## src/rtl/sap_controller.sv

```systemverilog
// SAP control sequencer: six-state timing ring plus INIT/HALT, decoding the
// IR opcode into the per-cycle control word for the SAP datapath.
module sap_controller #(
  parameter logic [3:0] OP_LDA = 4'h0,
  parameter logic [3:0] OP_ADD = 4'h1,
  parameter logic [3:0] OP_SUB = 4'h2,
  parameter logic [3:0] OP_OUT = 4'hE,
  parameter logic [3:0] OP_HLT = 4'hF
) (
  input  logic       clk,
  input  logic       clr_n,
  input  logic [3:0] opcode,
  output logic [2:0] t_state,
  output logic       dp_clr,
  output logic       pc_en,
  output logic       pc_inc,
  output logic       mar_en,
  output logic       mar_ld,
  output logic       ram_en,
  output logic       ir_ld,
  output logic       ir_en,
  output logic       acc_ld,
  output logic       acc_en,
  output logic       b_ld,
  output logic       alu_en,
  output logic       sub,
  output logic       out_ld,
  output logic       halt,
  output logic       instr_done
);

  typedef enum logic [2:0] {
    S_INIT = 3'd0,
    S_T1   = 3'd1,
    S_T2   = 3'd2,
    S_T3   = 3'd3,
    S_T4   = 3'd4,
    S_T5   = 3'd5,
    S_T6   = 3'd6,
    S_HALT = 3'd7
  } state_t;

  state_t state_reg;
  state_t state_next;

  always_comb begin
    state_next = S_INIT;
    case (state_reg)
      S_INIT: state_next = S_T1;
      S_T1:   state_next = S_T2;
      S_T2:   state_next = S_T3;
      S_T3:   state_next = S_T4;
      S_T4:   state_next = (opcode == OP_HLT) ? S_HALT : S_T5;
      S_T5:   state_next = S_T6;
      S_T6:   state_next = S_T1;
      S_HALT: state_next = S_HALT;
      default: state_next = S_INIT;
    endcase
  end

  always_ff @(posedge clk or negedge clr_n) begin
    if (!clr_n) begin
      state_reg <= S_INIT;
    end else begin
      state_reg <= state_next;
    end
  end

  assign t_state = state_reg;

  // The address register only acts when mar_en is high, so every state that
  // loads, clears or reads through it raises mar_en alongside.
  always_comb begin
    dp_clr     = 1'b0;
    pc_en      = 1'b0;
    pc_inc     = 1'b0;
    mar_en     = 1'b0;
    mar_ld     = 1'b0;
    ram_en     = 1'b0;
    ir_ld      = 1'b0;
    ir_en      = 1'b0;
    acc_ld     = 1'b0;
    acc_en     = 1'b0;
    b_ld       = 1'b0;
    alu_en     = 1'b0;
    sub        = 1'b0;
    out_ld     = 1'b0;
    halt       = 1'b0;
    instr_done = 1'b0;
    case (state_reg)
      S_INIT: begin
        dp_clr = 1'b1;
        mar_en = 1'b1;
      end
      S_T1: begin
        pc_en  = 1'b1;
        mar_en = 1'b1;
        mar_ld = 1'b1;
      end
      S_T2: pc_inc = 1'b1;
      S_T3: begin
        mar_en = 1'b1;
        ram_en = 1'b1;
        ir_ld  = 1'b1;
      end
      S_T4: begin
        if (opcode == OP_LDA || opcode == OP_ADD || opcode == OP_SUB) begin
          ir_en  = 1'b1;
          mar_en = 1'b1;
          mar_ld = 1'b1;
        end else if (opcode == OP_OUT) begin
          acc_en = 1'b1;
          out_ld = 1'b1;
        end
      end
      S_T5: begin
        if (opcode == OP_LDA) begin
          mar_en = 1'b1;
          ram_en = 1'b1;
          acc_ld = 1'b1;
        end else if (opcode == OP_ADD || opcode == OP_SUB) begin
          mar_en = 1'b1;
          ram_en = 1'b1;
          b_ld   = 1'b1;
          sub    = (opcode == OP_SUB);
        end
      end
      S_T6: begin
        instr_done = 1'b1;
        if (opcode == OP_ADD || opcode == OP_SUB) begin
          alu_en = 1'b1;
          acc_ld = 1'b1;
          sub    = (opcode == OP_SUB);
        end
      end
      S_HALT: halt = 1'b1;
      default: ;
    endcase
  end

endmodule
```

## config.mk

```make
export PLATFORM = sky130hd
export DESIGN_NAME = sap_controller
export DESIGN_NICKNAME = d
export VERILOG_FILES = /design/src/rtl/sap_controller.sv
export SDC_FILE = /design/constraint.sdc
export NUM_CORES = 1
export LEC_CHECK = 0
export ABC_AREA = 1
export CELL_PAD_IN_SITES_DETAIL_PLACEMENT = 1
export CELL_PAD_IN_SITES_GLOBAL_PLACEMENT = 1
export CORE_AREA = 2 2 39 41
export DETAILED_ROUTE_END_ITERATION = 8
export DIE_AREA = 0 0 41 43
export DONT_BUFFER_PORTS = 1
export PLACE_DENSITY = 0.48
export SETUP_SLACK_MARGIN = 0.02
export SLEW_MARGIN = 20
export SYNTH_ARGS = -nofsm -noshare
export SYNTH_HDL_FRONTEND = slang
export SYNTH_SLANG_ARGS = --single-unit
```

## constraint.sdc

```tcl
create_clock -name clk -period 1.3 [get_ports clk]
set_input_delay 0.195 -clock clk [delete_from_list [all_inputs] [get_ports clk]]
set_output_delay 0.195 -clock clk [all_outputs]
set_load 0.05 [all_outputs]
```

==> out/results.env, run 1 <==
STATUS='finished, violations left'
VIOLATED_CHECKS='negative setup slack'
MAX_FREQ_MHz=650
LAYOUT_OVERHEAD_ON_THE_SYNTHESIZED_AREA_PCT=195
FLOORPLAN.INITIALDENSITY_PCT=21.2
AREA_USED_BY_MULTI_INPUT_COMBINATIONAL_LOGIC_UM2=365
DRT-TOTAL-WL_UM=1520
SHARE_OF_CELLS_ABOVE_DRIVE_STRENGTH_1_PCT=73.8
WORSTREGTOREGCELLS=5
ASYNC_RESET_FF_SHARE_PCT=100
GRT_START_MAX_NET_PINS=7
CLK_PIN_SLEW_WORST_PATHS_NS=0.04
PERIOD_SHARE_PCT=118
TRITONCTS_NUM_SINKS=3
TIMING.CLOCK.SKEW_NS=0.00494
ROW_COUNT=14
TIMING.SLEW.HEADROOM_PCT=71.6
NUM_IO_PINS=25
TIMING_WORST_SLEW_PIN_VALUE_NS=0.425
FINAL.FILL_COUNT=146
START_KIND='flip-flop'
GLOBALPLACE.CONGESTION=0.782
GRT_SETUP_UNREPAIRED='yes'
REGTOREGENDPOINT='t_state[0]'
DRC_ERRORS=0
CLK-INSERTION-DELAY-LATE_NS=0.23
POST_SYNTH.CELL_AREA_AVG_UM2=5.74
INITIALDRTVIOLATIONCOUNT=8
SYNTHTOPCELLSBYCOUNT='15 x nand2_1, 8 x inv_1, 7 x nor2_1, 5 x o21ai_0, 4 x nand3_1'
ANTENNA_CELLS_INSERTED=0
SYNTH_TOP_FAMILY_BY_AREA='simple AND/OR/NAND/NOR gates'
SYNTH_EDF_COUNT=0
CP_DATA_ARRIVAL_TIME_NS=1.34
FINAL_CRITICAL_PATH_SETUP_SLACK_NS=-0.238
PLACE.PORT_BUFFERS=0
DRV.MAX_CAP_VIOLATION_COUNT=0
SYNTH_COMPOUND_GATE_AREA_SHARE_PCT=12.4
DIEAREA_MM2=0.00176
DIE_HEIGHT_UM=43
WORSTPATHMAXFANOUT=5
LARGEST_CELLS_BY_AREA_AFTER_SYNTHESIS='dfrtp_1 26%, nand2_1 19%, inv_1 10%'
SYNTHXORXNORAREAFRAC_PCT=0
WORSTSETUPENDPOINTTYPE='output pin'
NETLIST_AREA_UM2=293
GRT_FIRST_PASS_WIRELENGTH_UM=2190
FF_LATCH_AREA_UM2=78.8
GR-TOTAL-OVERFLOW=0
SYNTH.TOP_CELL.AREA_SHARE_PCT=25.6
SYNTH_FLOP_CELL='dfrtp_1'
YOSYS.CELL_COUNT.TOP_TYPE='nand2_1'
FIRST_GLOBAL_VIAS=475
SYNTH_CELL_TYPE_COUNT=12
AVGVIACOUNTPERCELL=4.81
NETLIST_INSTANCES=51
SYNTH_WARNINGS=0
CRIT_TYPE='reg2out'
TYPE_OF_THE_TIGHTEST_MIN_DELAY_CHECK='in2async'
SYNTH-ADDER-AREA-SHARE_PCT=0
COREAREA_MM2=0.00138
NUMBER_OF_ANTENNA_VIOLATIONS_AT_THE_FIRST_CHECK_IN_GLOBAL_ROUTING=0
CLOCK_TREE_FROM_TRITONCTS='done'
POSTROUTEANTENNANETS=0
R2R_SETUP_SLACK_NS=0.06
CLOCK_TREE.HTREE_LEVEL_COUNT=1
ROUTED_WIRE_LENGTH_PER_INSTANCE_UM=15.8
PLACE.DETAILED.HPWL_UM=997
FIN_CRIT_NS=1.54
PROPORTION_OF_SYNTHESIZED_CHIP_AREA_IN_SEQUENTIAL_CELLS_PCT=25.6
PLACE_AREA_UM2=686
CTS_INSERTED_BUFFERS=3
SYNTHMUXAREASHARE_PCT=0
TRACK_USAGE_PCT=18.9
CRIT-REG2REG-LAUNCH='t_state[1]'
SETUP_VIOLATIONS=16
TIMING.CRITICAL_PATH.REQUIRED_NS=1.11
CTS_ROOT_BUF='clkbuf_4'
SYNTH_FP_NETS=57
LAYOUT.NETS=87
FINAL_DESIGN_AREA_NO_FILL_UM2=865
HOLD_VIOL=0
POST_SYNTH_AND_OR_NAND_NOR_AREA_FRACTION_PCT=46.6
TIMING.FINAL.MAX_SLEW_VIOLATIONS=0
YOSYSTOPAREACELL='dfrtp_1'
DRT_PRE_ANTENNA_ITERS=4
POSTSYNTHREGISTERBITS=3
CTSLONGESTPATHBUFFERS=2
DR_TOTAL_VIAS=462
DIE_WD_UM=41
==> per-layer routing <==
layer / routed length (um) / global-route usage [%]
met1: 581 / 23.2
met2: 881 / 31.3
met3: 56 / 2.09
met4: 0 / 8.00
met5: 0 / 0
==> layout by cell type, fill, tap and decap left out, types with 2 or more instances in the layout <==
| cell type | n |
|---|---|
| nor2_4 | 5 |
| nor2_1 | 2 |
| nand2_1 | 9 |
| clkinvlp_4 | 3 |
| o21ai_0 | 3 |
| clkbuf_4 | 3 |
| inv_2 | 2 |
| inv_1 | 3 |
| nand3_4 | 3 |
| buf_4 | 13 |
| nor3_4 | 3 |
| nand2_4 | 4 |
| buf_6 | 4 |
| buf_12 | 9 |
| dfrtp_2 | 3 |
==> stage by stage <==
| step | cells | utilization [%] | setup slack [ns] | hold WS (ns) | TNS [ns] |
|---|---|---|---|---|---|
| floorplan | 51 | - | -0.441 | -0.101 | -3.62 |
| global route | 96 | 62.5 | -0.289 | 0.213 | -3.75 |
| global placement | 86 | 49.5 | 0.0100 | -0.101 | 0 |
| finish | 96 | 62.5 | -0.238 | 0.217 | -2.86 |
| CTS | 94 | 57.1 | -0.223 | 0.205 | -2.77 |
| detailed placement | 86 | 49.5 | -0.00736 | -0.101 | -0.0103 |
==> timing repair <==
item / in CTS / in global routing
hold endpoints to repair: 3 / 0
pin swaps: 2 / 3
hold buffers: 1 / 0
endpoints found under the setup margin: 16 / 16
buffers inserted: 3 / 2
gates resized for setup: 12 / 12
==> critical path, cell delays in order, from the launching register on <==
cell	delay, ns
dfrtp_2	0.46
inv_2	0.10
nand3_4	0.07
nand3b_1	0.29
nand2_8	0.19
==> final cells by class <==
cell class	count	area share, %
clock buffer	4	3.04
inverter	8	4.78
sequential	3	9.12
tap	16	2.32
timing repair buffer	27	38.5
multi-input combinational	38	42.3
==> logic make-up (layout without fill, tap and decap cells) <==
logic type      Yosys count  after routing
simple gates             31             31
buf+inv                  10             39
compound gates            7              7
flops                     3              3
==> worst max path at each step <==
stage / start / endpoint / cells after the start
finish: t_state[1] / acc_ld / 4
global route: t_state[1] / acc_ld / 4
CTS: t_state[1] / acc_ld / 4
detailed placement: t_state[1] / acc_ld / 4
global placement: t_state[0] / acc_en / 4
floorplan: t_state[0] / out_ld / 4
Power of run 1 is left out: the tool's default activity adds up to more than one toggle a clock period on the data nets, which glitch-free logic cannot reach.
==> run 2: changes to the inputs <==
- RECOVER_POWER: unset -> 50
==> results of run 2 <==
Final layout, timing and power as in run 1 (identical DEF).
Power of run 2 is left out for the same reason.
